==> config.mk <==
export PLATFORM = sky130hd
export DESIGN_NAME = i2c_eeprom_write_seq
export DESIGN_NICKNAME = d
export VERILOG_FILES = /design/src/rtl/i2c_eeprom_write_seq.sv
export SDC_FILE = /design/constraint.sdc
export NUM_CORES = 1
export LEC_CHECK = 0
export BUFFER_PORTS_ARGS = -buffer_cell sky130_fd_sc_hd__buf_2
export CAP_MARGIN = 25
export CORE_ASPECT_RATIO = 1.75
export CORE_MARGIN = 3
export CORE_UTILIZATION = 50
export CTS_CLUSTER_SIZE = 20
export DETAILED_ROUTE_END_ITERATION = 8
export PLACE_DENSITY = 0.67
export SLEW_MARGIN = 20
export SYNTH_ARGS = -nofsm -noshare
export SYNTH_HDL_FRONTEND = slang
export SYNTH_SLANG_ARGS = --single-unit
==> constraint.sdc <==
create_clock -name clk -period 6.9 [get_ports clk]
set_input_delay 0.69 -clock clk [delete_from_list [all_inputs] [get_ports clk]]
set_output_delay 0.69 -clock clk [all_outputs]
set_load 0.03 [all_outputs]
==> src/rtl/i2c_eeprom_write_seq.sv <==
// ---------------------------------------------------------------------------
// i2c_eeprom_write_seq
//
// Purpose: multi-byte write sequencer placed in front of the single-byte I2C
// EEPROM writer. Bytes are buffered in a small FIFO while idle; a start request
// then launches one writer transaction per byte at consecutive register
// addresses. After every writer completion the sequencer idles for WRITE_GAP
// cycles so the EEPROM internal write cycle can finish, and it retries failed
// bytes. The whole sequence ends in a single done or fail pulse.
//
// Optional feature macro: I2C_EEPROM_SEQ_RETRY_EN
//   defined   : a failed byte is retried up to MAX_RETRY extra times.
//   undefined : no retry counter; the first failed byte aborts the sequence.
//
// Ports:
//   clk, nReset          clock, asynchronous active-low reset
//   dev_ext, dev_adr     EEPROM addressing mode / device address (captured)
//   start_adr            first register address (captured)
//   byte_count           bytes to write, 0..FIFO_DEPTH (captured)
//   start                request pulse, honoured only in IDLE
//   wr_data/valid/ready  byte buffer write port (ready only in IDLE, not full)
//   busy                 sequence in progress
//   done / fail          one-cycle completion / abort pulses
//   fail_adr             failing register address, or start_adr on reject
//   bytes_written        bytes written successfully in the last sequence
//   i2c_*                request/response handshake with the byte writer
// ---------------------------------------------------------------------------
module i2c_eeprom_write_seq #(
    parameter int FIFO_DEPTH = 16,
    parameter int MAX_RETRY  = 3,
    parameter int WRITE_GAP  = 625000
) (
    input  logic       clk,
    input  logic       nReset,
    input  logic       dev_ext,
    input  logic [6:0] dev_adr,
    input  logic [7:0] start_adr,
    input  logic [4:0] byte_count,
    input  logic       start,
    input  logic [7:0] wr_data,
    input  logic       wr_valid,
    output logic       wr_ready,
    output logic       busy,
    output logic       done,
    output logic       fail,
    output logic [7:0] fail_adr,
    output logic [4:0] bytes_written,
    output logic       i2c_dev_ext,
    output logic [6:0] i2c_dev_adr,
    output logic [7:0] i2c_reg_adr,
    output logic [7:0] i2c_reg_dat,
    output logic       i2c_start_write,
    input  logic       i2c_wr_done,
    input  logic       i2c_error
);

    localparam int AW = (FIFO_DEPTH > 1) ? $clog2(FIFO_DEPTH) : 1;
    localparam int GW = (WRITE_GAP > 0) ? $clog2(WRITE_GAP + 1) : 1;

    localparam logic [5:0]    DEPTH_C   = 6'(FIFO_DEPTH);
    localparam logic [4:0]    DEPTH_LVL = 5'(FIFO_DEPTH);
    localparam logic [AW-1:0] LAST_PTR  = AW'(FIFO_DEPTH - 1);
    localparam logic [GW-1:0] GAP_C     = GW'(WRITE_GAP);

`ifdef I2C_EEPROM_SEQ_RETRY_EN
    localparam int RW = (MAX_RETRY > 0) ? $clog2(MAX_RETRY + 1) : 1;
    localparam logic [RW-1:0] MAX_RETRY_C = RW'(MAX_RETRY);
`endif

    typedef enum logic [2:0] {
        S_IDLE,
        S_CHECK,
        S_LAUNCH,
        S_WAIT,
        S_GAP,
        S_FINISH,
        S_ABORT,
        S_REJECT
    } state_t;

    state_t         state_q,     state_d;
    logic           busy_q,      busy_d;
    logic           dev_ext_q,   dev_ext_d;
    logic [6:0]     dev_adr_q,   dev_adr_d;
    logic [7:0]     start_adr_q, start_adr_d;
    logic [4:0]     count_q,     count_d;
    logic [4:0]     bw_q,        bw_d;
    logic [7:0]     fail_adr_q,  fail_adr_d;
    logic [7:0]     reg_adr_q,   reg_adr_d;
    logic [7:0]     reg_dat_q,   reg_dat_d;
    logic           start_wr_q,  start_wr_d;
    logic           err_q,       err_d;
    logic [GW-1:0]  gap_q,       gap_d;
    logic [AW-1:0]  rptr_q,      rptr_d;
    logic [AW-1:0]  wptr_q,      wptr_d;
    logic [4:0]     level_q,     level_d;
`ifdef I2C_EEPROM_SEQ_RETRY_EN
    logic [RW-1:0]  retry_q,     retry_d;
`endif

    logic [7:0]     mem_q [FIFO_DEPTH];
    logic           push;
    logic           pop;
    logic           flush;
    logic           ready_int;
    logic [7:0]     cur_adr;

    function automatic logic [AW-1:0] ptr_inc(input logic [AW-1:0] p);
        return (p == LAST_PTR) ? '0 : p + AW'(1);
    endfunction

    // Register address of the byte in flight; 8-bit wrap is intended.
    assign cur_adr   = start_adr_q + {3'b000, bw_q};
    assign ready_int = (state_q == S_IDLE) && (level_q != DEPTH_LVL);
    assign push      = wr_valid & ready_int;

    assign wr_ready        = ready_int;
    assign busy            = busy_q;
    assign done            = (state_q == S_FINISH);
    assign fail            = (state_q == S_ABORT) || (state_q == S_REJECT);
    assign fail_adr        = fail_adr_q;
    assign bytes_written   = bw_q;
    assign i2c_dev_ext     = dev_ext_q;
    assign i2c_dev_adr     = dev_adr_q;
    assign i2c_reg_adr     = reg_adr_q;
    assign i2c_reg_dat     = reg_dat_q;
    assign i2c_start_write = start_wr_q;

    // Next-state and control decode.
    always_comb begin
        state_d     = state_q;
        dev_ext_d   = dev_ext_q;
        dev_adr_d   = dev_adr_q;
        start_adr_d = start_adr_q;
        count_d     = count_q;
        bw_d        = bw_q;
        fail_adr_d  = fail_adr_q;
        reg_adr_d   = reg_adr_q;
        reg_dat_d   = reg_dat_q;
        start_wr_d  = start_wr_q;
        err_d       = err_q;
        gap_d       = gap_q;
        pop         = 1'b0;
        flush       = 1'b0;
`ifdef I2C_EEPROM_SEQ_RETRY_EN
        retry_d     = retry_q;
`endif

        case (state_q)
            S_IDLE: begin
                if (start) begin
                    dev_ext_d   = dev_ext;
                    dev_adr_d   = dev_adr;
                    start_adr_d = start_adr;
                    count_d     = byte_count;
                    bw_d        = '0;
`ifdef I2C_EEPROM_SEQ_RETRY_EN
                    retry_d     = '0;
`endif
                    state_d     = S_CHECK;
                end
            end
            S_CHECK: begin
                if (count_q == 5'd0) begin
                    state_d = S_FINISH;
                end else if (({1'b0, count_q} > DEPTH_C) || (count_q > level_q)) begin
                    // fail_adr is loaded on entry so it is valid with the fail pulse.
                    fail_adr_d = start_adr_q;
                    state_d    = S_REJECT;
                end else begin
                    state_d = S_LAUNCH;
                end
            end
            S_LAUNCH: begin
                reg_dat_d  = mem_q[rptr_q];
                reg_adr_d  = cur_adr;
                start_wr_d = 1'b1;
                err_d      = 1'b0;
                state_d    = S_WAIT;
            end
            S_WAIT: begin
                // Error sampled in the same cycle as completion still counts.
                err_d = err_q | i2c_error;
                if (i2c_wr_done) begin
                    start_wr_d = 1'b0;
                    gap_d      = GAP_C;
                    state_d    = S_GAP;
                end
            end
            S_GAP: begin
                if (gap_q != '0) begin
                    gap_d = gap_q - GW'(1);
                end else if (!err_q) begin
                    pop  = 1'b1;
                    bw_d = bw_q + 5'd1;
`ifdef I2C_EEPROM_SEQ_RETRY_EN
                    retry_d = '0;
`endif
                    state_d = ((bw_q + 5'd1) == count_q) ? S_FINISH : S_LAUNCH;
                end else begin
`ifdef I2C_EEPROM_SEQ_RETRY_EN
                    if (retry_q < MAX_RETRY_C) begin
                        retry_d = retry_q + RW'(1);
                        state_d = S_LAUNCH;
                    end else begin
                        fail_adr_d = cur_adr;
                        state_d    = S_ABORT;
                    end
`else
                    fail_adr_d = cur_adr;
                    state_d    = S_ABORT;
`endif
                end
            end
            S_FINISH: begin
                state_d = S_IDLE;
            end
            S_ABORT: begin
                flush   = 1'b1;
                state_d = S_IDLE;
            end
            S_REJECT: begin
                state_d = S_IDLE;
            end
            default: begin
                state_d = S_IDLE;
            end
        endcase

        busy_d = (state_d != S_IDLE);
    end

    // FIFO pointer/level bookkeeping; push (IDLE) and pop (GAP) never coincide.
    always_comb begin
        wptr_d  = wptr_q;
        rptr_d  = rptr_q;
        level_d = level_q;
        if (flush) begin
            rptr_d  = wptr_q;
            level_d = '0;
        end else begin
            if (push) begin
                wptr_d  = ptr_inc(wptr_q);
                level_d = level_q + 5'd1;
            end
            if (pop) begin
                rptr_d  = ptr_inc(rptr_q);
                level_d = level_q - 5'd1;
            end
        end
    end

    always_ff @(posedge clk or negedge nReset) begin
        if (!nReset) begin
            state_q     <= S_IDLE;
            busy_q      <= 1'b0;
            dev_ext_q   <= 1'b0;
            dev_adr_q   <= '0;
            start_adr_q <= '0;
            count_q     <= '0;
            bw_q        <= '0;
            fail_adr_q  <= '0;
            reg_adr_q   <= '0;
            reg_dat_q   <= '0;
            start_wr_q  <= 1'b0;
            err_q       <= 1'b0;
            gap_q       <= '0;
            rptr_q      <= '0;
            wptr_q      <= '0;
            level_q     <= '0;
`ifdef I2C_EEPROM_SEQ_RETRY_EN
            retry_q     <= '0;
`endif
        end else begin
            state_q     <= state_d;
            busy_q      <= busy_d;
            dev_ext_q   <= dev_ext_d;
            dev_adr_q   <= dev_adr_d;
            start_adr_q <= start_adr_d;
            count_q     <= count_d;
            bw_q        <= bw_d;
            fail_adr_q  <= fail_adr_d;
            reg_adr_q   <= reg_adr_d;
            reg_dat_q   <= reg_dat_d;
            start_wr_q  <= start_wr_d;
            err_q       <= err_d;
            gap_q       <= gap_d;
            rptr_q      <= rptr_d;
            wptr_q      <= wptr_d;
            level_q     <= level_d;
`ifdef I2C_EEPROM_SEQ_RETRY_EN
            retry_q     <= retry_d;
`endif
        end
    end

    // Storage needs no reset: the level register alone defines valid contents.
    always_ff @(posedge clk) begin
        if (push) begin
            mem_q[wptr_q] <= wr_data;
        end
    end

endmodule

==> out/results.tsv, run 1 <==
metric	value	unit
ys.flop_type	edfxtp_1	
yosysTopAreaCell	edfxtp_1	
synth_edf_count	128	
p_sw	0.00164	W
worst_pin_slew	0.792	ns
grt.total_usage	20.3	%
cap_violations	0	
firstDrtPassIters	4	
die_h	190	µm
final_max_slew_viol_count	0	
wirelength	21.2	mm
synth_warnings	0	
syn_area_per_cell	13.8	µm²
clk_pin_slew_worst_paths	0.06	ns
cts-resized-gates	0	
setup_tns	0	ns
ctsHoldBuffers	0	
crit_type	reg -> reg	
cts_setup_buffers	0	
tritoncts	built	
drive_gt1_share	23.0	%
crit_slowest_cell	or4_4	
wl_per_cell	20.6	µm
yosys-top-cells-area	edfxtp_1 (40%), dfrtp_1 (23%), mux4_2 (5.6%), mux2_2 (3.5%), o21ai_0 (2.9%)	
period_share	48.5	%
final_nets	836	
finish.utilization	58.4	%
synth_cells	701	
antenna_found_initial	1	
cts_sinks	217	
cts.path.max_buffers	3	
crit_required	7.27	ns
rsz0062_at_grt	false	
gr-total-overflow	0	
die_w	111	µm
area.growth.synth_to_final	13.6	%
reg2reg_setup_slack	3.55	ns
gp_congestion	0.857	
end_kind	register	
grt_max_degree	58	
ioPinCount	77	
yosysTopAreaCellShare	39.7	%
core	0.0188	mm²
p_leak	4.21	nW
pwr-share-seq	40.7	%
num_rows	66	
cts_buffers	21	
critPathMaxFanout	12	
pwr-share-comb	33.7	%
r2r_start	gap_q[9]$_DFFE_PN0P_	
dp_hpwl	14.9	mm
die_area	0.0211	mm²
ir_drop	0.000279	V
intPower	0.00294	W
path_cells	or4_4 > or2_2 > nor4_4 > nand2_1 > inv_1 > ha_1 > a21o_1 > a21oi_1 > mux2i_1 > xnor2_1 > nor2_1	
synth_commonest_cells	edfxtp_1 (128), dfrtp_1 (89), nand2_1 (62)	
root_buffer	clkbuf_16	
cp.arrival	3.72	ns
viasPerCell	5.70	
grt_pass1_vias	6409	
hold_viol	0	
hold_class	in -> async	
initial_utilization	51.4	%
clk-insertion-delay-late	0.50	ns
max_freq	299	MHz
synth.most_common_cell	edfxtp_1	
p_total	0.00458	W
finClkSkew	0.0114	ns
portBuffers	76	
vias	5880	
ys_ff_latch	217	
drc	0	
async_flop_share	41.0	%
grt_pass1_wl	34.0	mm
rr_worst_depth	11	
outcome	finished clean	
r2r_end	level_q[4]$_DFFE_PN0P_	
switching_share	35.9	%
max_stage_delay	0.58	ns
htreeDepth	1	
dr.first_iter.drc_count	303	
cellPowerDensity	416	mW/mm²
clkPwrFrac	25.6	%
startpoint_type	register	
ant_nets	0	
ys_types	59	
period_minus_slack	3.35	ns
setup_viol_count_final	0	
synth_seq_area_share	62.8	%
synth_nets	759	
synth.cell_area	0.00967	mm²
relSlewSlack	47.0	%
## worst max-delay path, delay by kind of cell, from the launching register on
kind	cells	cell delay, ns
AOI/OAI and AO/OA	2	0.36
xor gates and xnor gates	1	0.14
adders and majority gates	1	0.29
buffers and inverters	1	0.21
DFF	1	0.43
muxes	1	0.23
and+or+nand+nor	5	1.58
## flip-flops by register name, indices dropped and copies added, names as in the netlist
signal	flops
mem_q	128
gap_q	20
fail_adr	8
i2c_reg_adr	8
i2c_reg_dat	8
start_adr_q	8
i2c_dev_adr	7
bytes_written	5
count_q	5
level_q	5
rptr_q	4
wptr_q	4
state_q	3
busy	1
err_q	1
i2c_dev_ext	1
i2c_start_write	1
## layout by cell type, fill, tap and decap left out, drive strengths merged, types with 3 or more instances in the layout
| cell | instances |
|---|---|
| or4 | 5 |
| bufinv | 3 |
| nor3 | 13 |
| o221ai | 8 |
| nand2b | 9 |
| a211oi | 4 |
| ha | 21 |
| nor4 | 8 |
| mux2i | 24 |
| buf | 81 |
| nand2 | 62 |
| xnor2 | 24 |
| mux4 | 24 |
| or2 | 4 |
| inv | 21 |
| clkbuf | 29 |
| o21ai | 59 |
| and2 | 18 |
| nor2 | 32 |
| xor2 | 13 |
| nor2b | 5 |
| edfxtp | 128 |
| mux2 | 30 |
| or3 | 3 |
| dfrtp | 89 |
| nand3 | 15 |
| clkinv | 3 |
| a21oi | 14 |
| and3 | 5 |
| a21o | 5 |
## power groups by stage
stage / registers (W) / clock network [W] / logic, W
global placement: 0.00187 / 0 / 0.00152
global route: 0.00190 / 0.00125 / 0.00170
CTS: 0.00186 / 0.00120 / 0.00156
detailed placement: 0.00188 / 0 / 0.00155
floorplan: 0.00201 / 0 / 0.000963
finish: 0.00186 / 0.00117 / 0.00154
## worst max-delay path by stage
stage	startpoint	to	slack (ns)	depth (start not counted)
detailed placement	gap_q[9]$_DFFE_PN0P_	level_q[4]$_DFFE_PN0P_	3.57	11
finish	gap_q[9]$_DFFE_PN0P_	level_q[4]$_DFFE_PN0P_	3.55	11
CTS	gap_q[9]$_DFFE_PN0P_	level_q[4]$_DFFE_PN0P_	3.56	11
global route	gap_q[0]$_DFFE_PN0P_	level_q[4]$_DFFE_PN0P_	3.26	13
global placement	gap_q[9]$_DFFE_PN0P_	level_q[4]$_DFFE_PN0P_	3.63	11
floorplan	gap_q[9]$_DFFE_PN0P_	level_q[4]$_DFFE_PN0P_	3.88	12
## metrics by stage
step	hold WS (ns)	worst slack, ns	std cells	area, µm²
6_report	0.129	3.55	1031	11000
5_1_grt	0.148	3.26	1031	11000
4_1_cts	0.123	3.56	1028	11000
3_5_place_dp	0.465	3.57	991	10300
3_3_place_gp	0.457	3.63	991	10300
2_1_floorplan	0.394	3.88	701	9670
## cell type report
| cell class | instances | area (µm²) |
|---|---|---|
| Timing Repair Buffer | 82 | 425 |
| Sequential cell | 217 | 6070 |
| Fill cell | 1506 | 7840 |
| Clock buffer | 28 | 576 |
| Clock inverter | 9 | 125 |
| Tap cell | 238 | 298 |
| Antenna cell | 1 | 2.50 |
| Inverter | 20 | 75.1 |
| Multi-Input combinational cell | 436 | 3420 |
## layer usage
layer,up-vias,track usage [%],wire [µm]
li1,2748,-,-
met1,2971,22.2,7800
met2,120,39.9,12100
met3,41,2.36,704
met4,0,7.35,600
met5,-,0,0
## logic make-up after synthesis
| logic type | count (synthesis) | synth area share [%] |
|---|---|---|
| fa+ha+maj | 24 | 3.23 |
| buf+inv | 48 | 1.93 |
| simple gates | 186 | 10.1 |
| flops | 217 | 62.8 |
| mux | 78 | 11.6 |
| xor+xnor | 37 | 3.35 |
| compound gates | 111 | 7.05 |
Power figures use the tool's default switching activity.
==> run 2, diff against run 1 <==
clock period = 3.45 ns   (was 6.9 ns; I/O delays follow)
==> run 2 against run 1 <==
Against the previous run: die area unchanged; first-iteration DRC count increased by 10%; clock skew grew 0.0046 ns; power increased by 100%; via count fell by 0.46%; combinational power is 97% higher; critical path depth is the same; global-route usage fell by 0.29 points; highest routed layer unchanged; register-to-register slack got worse by 3.2 ns; clock-buffer cell count shrank 3.
==> out/results.tsv, run 2 (synthesized netlist as in run 1, its figures left out) <==
metric	value	unit
cts-resized-gates	0	
final_common_cell	edfxtp_1	
cts_buffers	22	
end_kind	register	
period_share	90.4	%
num_rows	66	
drive_gt1_share	23.7	%
grt.total_usage	20.0	%
clk_pin_slew_worst_paths	0.06	ns
gp_congestion	0.920	
place_ws	0.341	ns
ioPinCount	77	
dp_hpwl	15.2	mm
final_nets	842	
finClkSkew	0.0160	ns
viasPerCell	5.64	
gr-total-overflow	0	
startpoint_type	register	
die_w	111	µm
rsz0062_at_grt	false	
cts_sinks	217	
final_max_slew_viol_count	0	
cellPowerDensity	832	mW/mm²
ir_drop	0.000629	V
grt_pass1_vias	6351	
wl_per_cell	20.0	µm
switching_share	35.9	%
reg.largest.list	mem_q (128), gap_q (20)	
grt_max_degree	36	
intPower	0.00590	W
final_area	0.0111	mm²
core	0.0188	mm²
die_h	190	µm
root_buffer	clkbuf_16	
htreeDepth	1	
setup_tns	0	ns
period_minus_slack	3.12	ns
finalWorstSetupSlack	0.331	ns
largest_reg_flops	128	
clk-insertion-delay-late	0.51	ns
cp.arrival	3.48	ns
antenna_found_initial	0	
pwr-share-comb	32.9	%
hold_class	in -> reg	
portBuffers	76	
layout_common_cells	edfxtp_1 (128), dfrtp_1 (88), buf_2 (75)	
grt_pass1_wl	33.5	mm
p_leak	4.25	nW
max_freq	321	MHz
crit_type	reg -> reg	
crit_required	3.81	ns
firstDrtPassIters	6	
cap_violations	0	
dr.first_iter.drc_count	334	
ant_nets	0	
dpl_cell_area	0.0103	mm²
p_sw	0.00331	W
vias	5853	
diodes	0	
clkPwrFrac	25.9	%
drc	0	
setup_viol_count_final	0	
cts.path.max_buffers	3	
largest-register	mem_q	
relSlewSlack	52.1	%
die_area	0.0211	mm²
wirelength	20.7	mm
area.growth.synth_to_final	14.5	%
fillCellCount	1478	
hold_viol	0	
cts_setup_buffers	0	
initial_utilization	51.4	%
worst_pin_slew	0.718	ns
pwr-share-seq	41.2	%
outcome	finished clean	
tritoncts	built	
critPathMaxFanout	5	
run 2: layer usage:
metal  global-route usage [%]  wire length, µm  up-vias
met5                        0                0        -
met1                     21.5             7440     2908
met3                     2.83              727       48
li1                         -                -     2763
met4                     6.74              636        0
met2                     39.7            11900      134
run 2: path summary, 6_finish.rpt:
path | slack (ns) | startpoint | cells past startpoint | endpoint
worst max-delay path | 0.33 | gap_q[9]$_DFFE_PN0P_ | 11 | level_q[4]$_DFFE_PN0P_
worst min-delay path | 0.07 | start_adr[2] | 2 | start_adr_q[2]$_DFFE_PN0P_
worst min register to register | 0.48 | i2c_reg_adr[0]$_DFFE_PN0P_ | 2 | i2c_reg_adr[0]$_DFFE_PN0P_
min in group asynchronous | 0.34 | nReset | 2 | level_q[1]$_DFFE_PN0P_
worst max register to register | 0.33 | gap_q[9]$_DFFE_PN0P_ | 11 | level_q[4]$_DFFE_PN0P_
max in group asynchronous | 2.29 | nReset | 3 | err_q$_DFFE_PN0P_
run 2: timing repair:
action                                  4_1_cts  5_1_grt
hold endpoints to repair                     33        0
endpoints found under the setup margin        0        0
hold buffers                                  1        0
run 2: worst max-delay path: stages (launching register included):
cell,delay [ns]
dfrtp_1,0.42
or4_4,0.58
or2_2,0.34
nor4_4,0.28
nand2_1,0.16
inv_1,0.14
ha_1,0.27
a21o_1,0.19
a21oi_1,0.17
mux2i_1,0.23
xnor2_1,0.14
nor2_1,0.06
run 2: power by group through the flow:
stage          sequential [W]  clock [W]  combinational, W
2_1_floorplan         0.00401          0           0.00193
3_5_place_dp          0.00384          0           0.00307
5_1_grt               0.00387    0.00255           0.00334
4_1_cts               0.00379    0.00244           0.00308
6_report              0.00379    0.00238           0.00303
3_3_place_gp          0.00381          0           0.00298
run 2: cell type report:
cell class / instances / area (µm²) / share of cell area (%)
flip-flops and latches: 217 / 6070 / 54.8
multi-input cells: 436 / 3420 / 30.9
clock buffers: 25 / 562 / 5.07
repair buffers: 87 / 480 / 4.34
well taps: 238 / 298 / 2.69
clock inverters: 14 / 169 / 1.53
inverters: 20 / 75.1 / 0.678
run 2: per-stage QoR:
step / hold WS [ns] / std cells / total power (W) / utilization, %
global placement: 0.316 / 997 / 0.00679 / 54.9
global route: 0.0590 / 1037 / 0.00975 / 58.8
detailed placement: 0.324 / 997 / 0.00691 / 54.9
CTS: 0.0521 / 1037 / 0.00932 / 58.8
finish: 0.0704 / 1037 / 0.00921 / 58.8
floorplan: 0.0494 / 701 / 0.00594 / -
==> run 3, diff against run 2 <==
CTS_CLUSTER_DIAMETER = 200   (was default)
PLACE_DENSITY = 0.76   (was 0.67)
==> run 3 against run 2 <==
Against the previous run: flip-flop and latch count stayed put; non-clock buffer count is 1 higher; sequential power about the same; clock power is 32% lower; combinational power up 2%; utilization is 1.6 points lower; global-route usage down 0.56 points; critical path depth unchanged; cell count is 1.4% lower.
==> out/results.tsv, run 3 (synthesized netlist as in run 1, its figures left out) <==
metric	value	unit
met2_usage	37.4	%
ioPinCount	77	
root_buffer	clkbuf_16	
largest-register	mem_q	
cp_top_family	simple AND/OR/NAND/NOR gates	
regArea	0.00607	mm²
final_area	0.0108	mm²
wirelength	20.3	mm
crit_required	3.79	ns
rsz0062_at_grt	false	
antenna_found_initial	0	
p_leak	4.11	nW
viasPerCell	5.70	
core	0.0188	mm²
cts_sinks	217	
grt.total_usage	19.5	%
cap_violations	0	
fillCellCount	1507	
outcome	finished clean	
multiInputGateArea	0.00342	mm²
startpoint_type	register	
max_stage_delay	0.57	ns
die_area	0.0211	mm²
drive_gt1_share	22.1	%
tritoncts	built	
firstDrtPassIters	4	
critPathMaxFanout	5	
finClkSkew	0.0225	ns
wl_per_cell	19.9	µm
end_kind	register	
cts_buffers	14	
clk-insertion-delay-late	0.48	ns
crit_type	reg -> reg	
crit_buf_inv	1	
setup_tns	0	ns
period_share	89.6	%
dpl_cell_area	0.0103	mm²
portBuffers	76	
num_rows	66	
drc	0	
final_max_slew_viol_count	0	
gr-total-overflow	0	
grt_use_met3	2.01	%
cts.path.max_buffers	3	
period_minus_slack	3.09	ns
cp.arrival	3.43	ns
gp_congestion	1.01	
max_freq	323	MHz
final_nets	835	
area.growth.synth_to_final	11.3	%
largest_reg_flops	128	
initial_utilization	51.4	%
layout_common_cells	edfxtp_1 (128), dfrtp_1 (88), buf_2 (75)	
grt_pass1_vias	5965	
hold_viol	0	
diodes	0	
dp_hpwl	14.5	mm
clk_pin_slew_worst_paths	0.09	ns
crit_slowest_cell	or4_4	
final_common_cell	edfxtp_1	
cellPowerDensity	789	mW/mm²
path_cells	or4_4 > or2_2 > nor4_4 > nand2_1 > inv_1 > ha_1 > a21o_1 > a21oi_1 > mux2i_1 > xnor2_1 > nor2_1	
ir_drop	0.000619	V
hold_class	in -> reg	
worst_pin_slew	0.801	ns
busiest_layer	met2	
vias	5823	
hold_slack	0.0903	ns
die_w	111	µm
grt_pass1_wl	32.4	mm
die_h	190	µm
grt_max_degree	75	
ant_nets	0	
grt_use_met1	22.0	%
relSlewSlack	46.4	%
reg.largest.list	mem_q (128), gap_q (20)	
dr.first_iter.drc_count	349	
setup_viol_count_final	0	
htreeDepth	1	
run 3: timing repair:
action	in CTS	in global routing
setup endpoints to repair	0	1
gates resized for setup	0	1
buffers inserted	0	0
hold endpoints to repair	0	16
hold buffers	0	1
run 3: path summary, 6_finish.rpt:
kind	startpoint	endpoint	slack (ns)	cells past startpoint
worst max-delay path	gap_q[9]$_DFFE_PN0P_	level_q[4]$_DFFE_PN0P_	0.36	11
worst min-delay path	start_adr[0]	start_adr_q[0]$_DFFE_PN0P_	0.09	2
worst max register to register	gap_q[9]$_DFFE_PN0P_	level_q[4]$_DFFE_PN0P_	0.36	11
worst min register to register	i2c_reg_dat[0]$_DFFE_PN0P_	i2c_reg_dat[0]$_DFFE_PN0P_	0.48	2
max in group asynchronous	nReset	i2c_reg_dat[2]$_DFFE_PN0P_	2.33	4
min in group asynchronous	nReset	level_q[1]$_DFFE_PN0P_	0.27	2
run 3: final cells by class:
| type | instances | share of cell area, % |
|---|---|---|
| flip-flops and latches | 217 | 56.4 |
| multi-input cells | 436 | 31.8 |
| repair buffers | 88 | 4.60 |
| clock inverters | 1 | 0.0465 |
| clock buffers | 22 | 3.73 |
| well taps | 238 | 2.77 |
| inverters | 20 | 0.697 |
run 3: per-stage QoR:
| step | total power [W] | utilization, % | worst slack [ns] | std cells |
|---|---|---|---|---|
| 2_1_floorplan | 0.00594 | - | 0.428 | 701 |
| 3_3_place_gp | 0.00684 | 54.8 | 0.431 | 997 |
| 3_5_place_dp | 0.00692 | 54.8 | 0.375 | 997 |
| 4_1_cts | 0.00857 | 57.0 | 0.363 | 1020 |
| 5_1_grt | 0.00902 | 57.2 | 0.0576 | 1022 |
| 6_report | 0.00849 | 57.2 | 0.357 | 1022 |
run 3: routing by layer:
layer  routed length [µm]  share of wire, %  up-vias
li1                     -                 -     2729
met1                 7500                37     2927
met2                11300                56      124
met3                  710               3.5       43
met4                  770               3.8        0
met5                    0                 0        -
run 3: power by group:
part,total [W],leakage (nW),switching [W],internal (W)
logic,0.00309,1.69,0.00185,0.00124
registers,0.00377,2.23,0.000525,0.00325
clock network,0.00163,0.197,0.000825,0.000808
